[config.mk]
export PLATFORM = sky130hd
export DESIGN_NAME = req_onehot_arbiter
export DESIGN_NICKNAME = d
export VERILOG_FILES = /design/src/rtl/req_onehot_arbiter.sv
export SDC_FILE = /design/constraint.sdc
export NUM_CORES = 1
export LEC_CHECK = 0
export CORE_MARGIN = 2
export CORE_UTILIZATION = 29
export DETAILED_ROUTE_END_ITERATION = 8
export DONT_BUFFER_PORTS = 1
export PLACE_DENSITY = 0.45
export SYNTH_ARGS = -nofsm -noshare
export SYNTH_HDL_FRONTEND = slang
export SYNTH_SLANG_ARGS = --single-unit
[constraint.sdc]
create_clock -name clk -period 2.1 [get_ports clk]
set_input_delay 0.21 -clock clk [delete_from_list [all_inputs] [get_ports clk]]
set_output_delay 0.21 -clock clk [all_outputs]
set_load 0.01 [all_outputs]
[src/rtl/req_onehot_arbiter.sv]
// Sticky request capture with fixed-priority one-hot grant and valid/ready handshake.
// Feeds the 8-to-3 encoder: onehot_out is either all-zero or carries exactly one set bit.
module req_onehot_arbiter #(
  parameter int unsigned N         = 8,
  parameter bit          EDGE_MODE = 1'b1
) (
  input  logic         clk,
  input  logic         rst_n,
  input  logic [N-1:0] req_in,
  input  logic         clr_all,
  input  logic         ready_in,
  output logic [N-1:0] onehot_out,
  output logic         valid_out,
  output logic [N-1:0] pending,
  output logic         overflow
);

  typedef enum logic {IDLE, PRESENT} state_e;

  state_e       state_q;
  logic [N-1:0] req_prev_q;

  logic [N-1:0] rise;
  logic         acc;
  logic [N-1:0] clr_mask;
  logic [N-1:0] pending_d;
  logic         overflow_d;
  logic [N-1:0] rem;

  // One-hot of the highest set bit; later iterations overwrite, so MSB wins.
  function automatic logic [N-1:0] sel_high(input logic [N-1:0] v);
    logic [N-1:0] s;
    s = '0;
    for (int i = 0; i < int'(N); i++) begin
      if (v[i]) begin
        s    = '0;
        s[i] = 1'b1;
      end
    end
    return s;
  endfunction

  always_comb begin
    rise       = EDGE_MODE ? (req_in & ~req_prev_q) : req_in;
    acc        = valid_out & ready_in;
    clr_mask   = acc ? onehot_out : '0;
    pending_d  = (pending & ~clr_mask) | rise;
    overflow_d = EDGE_MODE && (|(rise & pending & ~clr_mask));
    rem        = pending & ~onehot_out;
  end

  always_ff @(posedge clk or negedge rst_n) begin
    if (!rst_n) begin
      state_q    <= IDLE;
      req_prev_q <= '0;
      pending    <= '0;
      onehot_out <= '0;
      valid_out  <= 1'b0;
      overflow   <= 1'b0;
    end else begin
      req_prev_q <= req_in;
      if (clr_all) begin
        // Flush drops same-cycle rises; req_prev_q still tracks so held lines stay quiet.
        state_q    <= IDLE;
        pending    <= '0;
        onehot_out <= '0;
        valid_out  <= 1'b0;
        overflow   <= 1'b0;
      end else begin
        pending  <= pending_d;
        overflow <= overflow_d;
        case (state_q)
          IDLE: begin
            if (|pending) begin
              onehot_out <= sel_high(pending);
              valid_out  <= 1'b1;
              state_q    <= PRESENT;
            end
          end
          PRESENT: begin
            // Hold until accepted; new arrivals only set pending, never preempt.
            if (acc) begin
              if (|rem) begin
                onehot_out <= sel_high(rem);
              end else begin
                onehot_out <= '0;
                valid_out  <= 1'b0;
                state_q    <= IDLE;
              end
            end
          end
          default: begin
            state_q    <= IDLE;
            onehot_out <= '0;
            valid_out  <= 1'b0;
          end
        endcase
      end
    end
  end

endmodule

==> results of run 1 <==
==> stage by stage <==
stage | cell area, um^2 | hold slack (ns) | cells | utilization [%]
after floorplan | 1320 | -0.0856 | 135 | -
after global placement | 1420 | -0.0846 | 191 | 32.6
after detailed placement | 1420 | -0.0845 | 191 | 32.6
after CTS | 1580 | 0.00269 | 206 | 36.4
after global routing | 1590 | 0.0227 | 207 | 36.6
final | 1590 | 0.0243 | 207 | 36.6
==> cell usage after synthesis (3+ instances only) <==
cell type,instances,area (um^2)
nor2_1,9,33.8
o31ai_1,3,22.5
a21oi_1,8,40.0
o21ai_0,3,15.0
inv_1,7,26.3
nand2_1,20,75.1
o22ai_1,4,25.0
nand2b_1,8,50.1
dfrtp_1,27,676
nor2b_1,5,31.3
==> per-layer routing <==
metal | up-vias | share of wire [%] | track usage [%]
met2 | 28 | 45 | 21.6
met5 | - | 0 | 0
li1 | 524 | - | -
met3 | 4 | 6.5 | 4.22
met4 | 0 | 0.62 | 2.52
met1 | 526 | 47 | 18.3
==> power groups by stage <==
stage	combinational, uW	sequential (uW)	clock (uW)
floorplan	136	615	0
finish	218	614	307
global route	245	623	340
global placement	183	625	0
detailed placement	183	625	0
CTS	218	615	319
==> registers in the layout (all words and copies together), names as in the netlist <==
register,flops
onehot_out,8
overflow,1
pending,8
req_prev_q,8
state_q,1
valid_out,1
==> kinds of logic (layout without fill, tap and decap cells) <==
| family | after synthesis | count (layout) | share of synthesized area [%] |
|---|---|---|---|
| simple gates | 59 | 59 | 23.4 |
| compound gates | 39 | 39 | 21.9 |
| flops | 27 | 27 | 51.2 |
| buf+inv | 10 | 30 | 3.42 |
==> repair_timing <==
item	4_1_cts	5_1_grt
resized for setup	0	0
hold buffers	11	1
hold endpoints to repair	44	1
==> cells in the final DEF (no fill, tap or decap), types with 4 or more instances in the layout <==
cell / count
buf_4: 7
inv_1: 7
dfrtp_1: 27
dlygate4sd3_1: 11
a21oi_1: 8
o22ai_1: 4
nor2_1: 9
nor2b_1: 5
nand2_1: 20
nand2b_1: 8
==> final cells by class <==
type / count / area share, %
flip-flops and latches: 27 / 42.4
clock inverters: 1 / 0.314
multi-input cells: 98 / 37.5
well taps: 52 / 4.08
inverters: 7 / 1.65
clock buffers: 3 / 2.59
repair buffers: 19 / 11.5
==> final timing paths <==
kind,from,endpoint,slack (ns),depth (start not counted)
hold / removal,clr_all,onehot_out[7],0.02,1
min in group asynchronous,rst_n,onehot_out[3],0.36,2
hold reg to reg,req_prev_q[0],pending[0],0.54,2
max in group asynchronous,rst_n,req_prev_q[6],1.58,2
setup reg to reg,state_q,onehot_out[2],0.17,5
setup / recovery,state_q,onehot_out[2],0.17,5
==> impl_metrics.yaml, run 1 <==
sta:
  period_minus_slack_ns: 1.93
  tightest_slew_ns: 0.412
  fmax_mhz: 517
  fin_skew_ns: 0.00781
  hold_viol: 0
  rsz0062_at_grt: "no"
  drv_slew: 0
  setup_violations: 0
  fin_tns_setup_ns: 0
  layout_setup_ws_ns: 0.166
  slew_headroom_pct: 71.8
  fin_crit_sh_pct: 92.1
worst_setup_path:
  critPathSlowestCell: "dfrtp_1"
  required_ns: 2.28
  cp_common_cell: "or3_4"
  critPathKind: "reg -> reg"
  endpoint_kind: "flip-flop"
  path_max_fanout: 7
  crit_arrival_ns: 2.11
  crit_buf_inv: 0
  cp_slowest_stage_delay_ns: 0.45
  crit_path_start_kind: "flip-flop"
  cp_cell_sequence: "or2_4, or3_4, or3_4, o21a_1, o41ai_2"
  crit_family: "simple AND/OR/NAND/NOR gates"
synthesis:
  synth_seq_area_share_pct: 51.2
  synth-seq-cells: 27
  synth_nets: 147
  yosys_warnings: 0
  synth_area_um2: 1320
  synthArstFlopShare_pct: 100
  ys.flop_type: "dfrtp_1"
  yosysUniqueCellTypes: 39
  synthCells: 135
  avgSynthCellArea_um2: 9.77
  synth_edf_count: 0
power_and_ir_drop:
  pwr_density_cell_nw_per_um2: 714
  cellLeakagePower_uw: 0.000658
  ir_worst_vdd_uv: 231
  p_int_uw: 793
  p_clk_share_pct: 26.9
  p_sw_share_pct: 30.3
  seqPwrFrac_pct: 53.9
  power_frac_comb_pct: 19.1
  total_power_uw: 1140
  p_switching_uw: 345
cts:
  cts_buffer_depth: 2
  cts-root-buf: "clkbuf_8"
  clk_latency_ns: 0.28
  clkSinkCount: 27
  cts_tree: "yes"
  cts-buffers-inserted: 3
  cts_setup_buffers: 0
  htreeDepth: 1
  clk_pin_slew_ns: 0.10
floorplanning:
  start_util_pct: 30.3
  num_rows: 24
  core_um2: 4350
  die_area_um2: 5100
  fp.dieW_um: 71.4
  fp.dieH_um: 71.4
  ioPinCount: 30
detailed_routing:
  vias: 1082
  ant_nets: 0
  routedWlPerCell_um: 15.6
  drt_iter0_drc: 59
  drt_first_pass_iters: 4
  drcViolationCount: 0
  drt_wl_total_um: 3240
  avgViaCountPerCell: 5.23
grt:
  grt_pass1_wl_um: 5530
  grt_use_total_pct: 13.5
  grt.overflow.total: 0
  grt_max_degree: 28
  grt_antenna_before_repair: 0
  grt_pass1_vias: 1120
placed_design:
  gp_congestion: 0.750
  post-place-ws_ns: 0.184
  dpl.hpwl_um: 2360
  port_buffers: 0
run_status:
  outcome: "complete, no violations"
finish:
  syn_to_final_growth_pct: 20.9
  layout-drive-gt1-share_pct: 11.6
  diodes: 0
  multi_input_area_um2: 598
  nNetsFinal: 168
  regArea_um2: 676
  fill_cells: 436
hold_path:
  hp-class: "in -> reg"
flow_run:
  drv_cap: 0
(Power assumes the default switching activity.)
==> run 2: changes to the inputs <==
Settings changed: GPL_TIMING_DRIVEN from default to 0, HOLD_SLACK_MARGIN from default to 0.06.
==> run 2 against run 1 <==
Wire length rose by 1.6%. Setup slack got worse by 0.045 ns. Critical path type unchanged. Total power fell by 0.32%. Combinational power fell by 9%. Highest routed layer unchanged. Critical endpoint unchanged. Critical path depth did not move. Cell count fell by 2.9%.
==> impl_metrics.yaml, run 2 (synthesis results as in run 1) <==
grt:
  grt_pass1_vias: 1129
  grt_antenna_before_repair: 0
  grt_max_degree: 28
  grt.overflow.total: 0
  grt_use_total_pct: 14.2
  grt_pass1_wl_um: 5750
worst_setup_path:
  endpoint_kind: "flip-flop"
  r2r_cells: 5
  cp_cell_sequence: "or2_4, or3_4, or3_4, o21a_1, o41ai_2"
  cp_slowest_stage_delay_ns: 0.47
  crit_arrival_ns: 2.16
  crit_path_start_kind: "flip-flop"
  required_ns: 2.28
  path_max_fanout: 7
  critPathKind: "reg -> reg"
  cp_common_cell: "or3_4"
  critPathSlowestCell: "dfrtp_1"
hold_path:
  whs_path_depth: 2
  hp-class: "in -> reg"
placed_design:
  port_buffers: 0
  gp_congestion: 0.783
  dpl.hpwl_um: 2360
cts:
  cts-root-buf: "clkbuf_8"
  clk_latency_ns: 0.28
  cts_tree: "yes"
  cts-buffers-inserted: 3
  clkSinkCount: 27
  clk_pin_slew_ns: 0.10
  cts_setup_buffers: 0
  htreeDepth: 1
  cts_buffer_depth: 2
power_and_ir_drop:
  cellLeakagePower_uw: 0.000624
  ir_worst_vdd_uv: 268
  pwr_density_cell_nw_per_um2: 733
detailed_routing:
  drcViolationCount: 0
  drt_first_pass_iters: 4
  drt_iter0_drc: 57
  routedWlPerCell_um: 16.4
  vias: 1050
  avgViaCountPerCell: 5.22
  ant_nets: 0
  drt_wl_total_um: 3290
sta:
  drv_slew: 0
  setup_violations: 0
  rsz0062_at_grt: "no"
  hold_ws_ns: 0.0975
  hold_viol: 0
  fmax_mhz: 505
  tightest_slew_ns: 0.547
  fin_crit_sh_pct: 94.2
  slew_headroom_pct: 63.5
  fin_tns_setup_ns: 0
  fin_skew_ns: 0.00461
  period_minus_slack_ns: 1.98
finish:
  multi_input_area_um2: 606
  syn_to_final_growth_pct: 17.4
  diodes: 0
  regArea_um2: 676
  final_cell_mix: "dfrtp_1 (27), nand2_1 (20), nor2_1 (9), dlygate4sd3_1 (9)"
  layout-drive-gt1-share_pct: 8.72
  top_regs: "onehot_out (8), pending (8), req_prev_q (8)"
  layout_commonest_cell: "dfrtp_1"
  fill_cells: 426
  nNetsFinal: 162
flow_run:
  drv_cap: 0
floorplanning:
  ioPinCount: 30
  core_um2: 4350
  start_util_pct: 30.3
  num_rows: 24
  fp.dieW_um: 71.4
  fp.dieH_um: 71.4
  die_area_um2: 5100
run_status:
  outcome: "complete, no violations"
## run 2: changes by cell type in the layout (fill, tap and decap cells not counted)
cell | previous run | this run
o22ai_1 | 4 | 3
buf_4 | 7 | 0
o22ai_2 | 0 | 1
dlygate4sd3_1 | 11 | 9
clkbuf_2 | 0 | 1
clkbuf_1 | 0 | 2
a2111oi_0 | 1 | 0
buf_6 | 0 | 1
clkinv_2 | 1 | 0
a2111oi_1 | 0 | 1
## run 2: repair_timing
item,4_1_cts,5_1_grt
hold endpoints to repair,35,0
hold buffers,10,0
resized for setup,0,4
endpoints found under the setup margin,0,8
## run 2: report_power, final
part	leakage [uW]	internal [uW]	total [uW]	switching, uW
logic	0.000256	91.0	199	108
clock network	0.0000228	136	314	177
registers	0.000345	556	622	65.9
total	0.000624	784	1130	351
## run 2: layout make-up
| type | instances | share of cell area (%) |
|---|---|---|
| flip-flops and latches | 27 | 43.7 |
| clock buffers | 4 | 2.91 |
| repair buffers | 10 | 7.11 |
| well taps | 52 | 4.20 |
| multi-input cells | 98 | 39.1 |
| plain buffers | 3 | 1.29 |
| inverters | 7 | 1.70 |
## run 2: stage by stage
stage | cell area, um^2 | power, uW | worst slack, ns | util (%) | cells
floorplan | 1320 | 751 | 0.287 | - | 135
global placement | 1380 | 796 | 0.0892 | 31.8 | 187
detailed placement | 1380 | 800 | 0.0776 | 31.8 | 187
CTS | 1540 | 1140 | 0.0382 | 35.3 | 201
global route | 1550 | 1200 | 0.0551 | 35.5 | 201
finish | 1550 | 1130 | 0.121 | 35.5 | 201
## run 2: path summary, 6_finish.rpt
path,slack [ns],from,to
max in group asynchronous,1.58,rst_n,onehot_out[0]
worst min register to register,0.53,req_prev_q[5],pending[5]
worst max register to register,0.12,state_q,onehot_out[2]
min in group asynchronous,0.35,rst_n,valid_out
worst min-delay path,0.1,req_in[5],pending[5]
worst max-delay path,0.12,state_q,onehot_out[2]
## run 2: critical path, delay by kind of cell (launching register included)
family / cells / cell delay, ns
and+or+nand+nor: 3 / 1.00
AOI/OAI and AO/OA: 2 / 0.41
DFF: 1 / 0.47
## run 2: layer usage
metal	wire length (um)	GRT usage (%)	vias up
li1	-	-	516
met1	1570	19.6	507
met2	1510	22.0	23
met3	177	4.08	4
met4	35	3.77	0
met5	0	0	-
==> run 3: changes to the inputs <==
Settings changed: REMOVE_ABC_BUFFERS from default to 1.
==> run 3 against run 2 <==
Sequential power about the same. Clock power grew 4%. Die area stayed put. Flip-flop and latch count unchanged. Cell count shrank 1.0%. Cell area decreased by 0.40%. Via count increased by 0.19%. Total power is 0.47% higher.
==> impl_metrics.yaml, run 3 (synthesis results as in run 1) <==
run_status:
  outcome: "complete, no violations"
sta:
  tightest_slew_ns: 0.725
  fmax_mhz: 507
  setup_violations: 0
  fin_crit_sh_pct: 93.8
  hold_ws_ns: 0.0856
  slew_headroom_pct: 50.4
  period_minus_slack_ns: 1.97
  hold_viol: 0
  fin_skew_ns: 0.00405
  drv_slew: 0
grt:
  grt_pass1_wl_um: 5020
  grt_use_total_pct: 12.9
  grt_max_degree: 28
  grt_pass1_vias: 992
  grt.overflow.total: 0
  grt_antenna_before_repair: 0
placed_design:
  dpl.hpwl_um: 2250
  gp_congestion: 0.771
  place_inst: 184
  port_buffers: 0
  post_dp_cell_area_um2: 1370
power_and_ir_drop:
  pwr_density_cell_nw_per_um2: 740
  p_switching_uw: 356
  power_frac_comb_pct: 16.9
  p_clk_share_pct: 28.6
  ir_worst_vdd_uv: 453
  p_int_uw: 784
  cellLeakagePower_uw: 0.000619
  p_sw_share_pct: 31.2
  seqPwrFrac_pct: 54.6
  total_power_uw: 1140
worst_setup_path:
  critPathKind: "reg -> reg"
  path_max_fanout: 8
  critPathSlowestCell: "a2111oi_0"
  required_ns: 2.28
  crit_arrival_ns: 2.15
  crit_path_start_kind: "flip-flop"
  cp_slowest_stage_delay_ns: 0.66
  timing.rr.start: "pending[3]"
  cp_cell_sequence: "inv_1, o22ai_1, a2111oi_0, a31oi_1, or2_1"
  startpoint: "pending[3]"
  endpoint_kind: "flip-flop"
cts:
  cts_buffer_depth: 2
  clkSinkCount: 27
  clk_pin_slew_ns: 0.11
  clk_latency_ns: 0.28
  cts-root-buf: "clkbuf_8"
  htreeDepth: 1
  cts-buffers-inserted: 3
  cts_tree: "yes"
detailed_routing:
  avgViaCountPerCell: 5.29
  ant_nets: 0
  drt_first_pass_iters: 5
  drt_iter0_drc: 73
  drcViolationCount: 0
  routedWlPerCell_um: 15.7
  drt_wl_total_um: 3130
  vias: 1052
floorplanning:
  ioPinCount: 30
  fp.dieH_um: 71.4
  die_area_um2: 5100
  num_rows: 24
  core_um2: 4350
  fp.dieW_um: 71.4
  start_util_pct: 30.3
finish:
  top_regs: "onehot_out (8), pending (8), req_prev_q (8)"
  design_area_um2: 1540
  layout-drive-gt1-share_pct: 8.16
  finalNonFillerCells: 199
  final_cell_mix: "dfrtp_1 (27), nand2_1 (20), dlygate4sd3_1 (10)"
  fill_cells: 452
  final_core_util_pct: 35.4
  layout_commonest_cell: "dfrtp_1"
  nNetsFinal: 160
  syn_to_final_growth_pct: 16.9
  diodes: 0
hold_path:
  hp-class: "in -> reg"
  min_from: "req_in[5]"
flow_run:
  drv_cap: 0
-- run 3: cell count changes in the layout (fill, tap and decap cells not counted), sizes merged --
cell and delta:
dlygate4sd3 +1, clkbuf -3, inv +1, buf -1
-- run 3: layout make-up --
cell class | count | area [um^2] | area share, %
clock buffers | 3 | 41.3 | 2.68
well taps | 52 | 65.1 | 4.22
multi-input cells | 98 | 604 | 39.2
repair buffers | 11 | 120 | 7.79
flip-flops and latches | 27 | 676 | 43.8
clock inverters | 1 | 8.76 | 0.568
inverters | 7 | 26.3 | 1.70
-- run 3: power groups by stage --
stage | logic [uW] | registers [uW] | clock network (uW)
after floorplan | 129 | 615 | 0
after global placement | 154 | 633 | 0
after detailed placement | 155 | 634 | 0
after CTS | 190 | 623 | 333
after global routing | 215 | 632 | 358
final | 192 | 622 | 326
-- run 3: metal layers --
metal	vias up	track usage [%]	part of all wire (%)
met3	2	4.50	8.0
met5	-	0	0
met1	503	18.0	46
li1	511	-	-
met2	36	19.1	46
met4	0	3.14	0.80
-- run 3: path summary, 6_finish.rpt --
| kind | end | slack (ns) | cells after the start |
|---|---|---|---|
| min in group asynchronous | pending[3] | 0.36 | 2 |
| setup reg to reg | state_q | 0.13 | 5 |
| hold / removal | pending[5] | 0.09 | 2 |
| max in group asynchronous | valid_out | 1.58 | 2 |
| setup / recovery | state_q | 0.13 | 5 |
| hold reg to reg | pending[5] | 0.53 | 2 |
-- run 3: repair_timing --
| item | 4_1_cts | 5_1_grt |
|---|---|---|
| setup endpoints to repair | 0 | 6 |
| hold buffers | 11 | 0 |
| buffers inserted | 0 | 0 |
| endpoints found under the hold margin | 47 | 0 |
| resized for setup | 0 | 1 |
-- run 3: worst max-delay path, delay by kind of cell (launching register included) --
family                 cells  cell delay [ns]
and+or+nand+nor            1             0.25
buffers and inverters      1             0.12
DFF                        1             0.51
AOI/OAI and AO/OA          3             0.97
-- run 3: through the flow --
step	TNS [ns]	worst slack [ns]
global placement	0	0.0222
floorplan	0	0.287
global route	-0.0171	-0.0171
CTS	0	0.000516
finish	0	0.129
detailed placement	0	0.0224
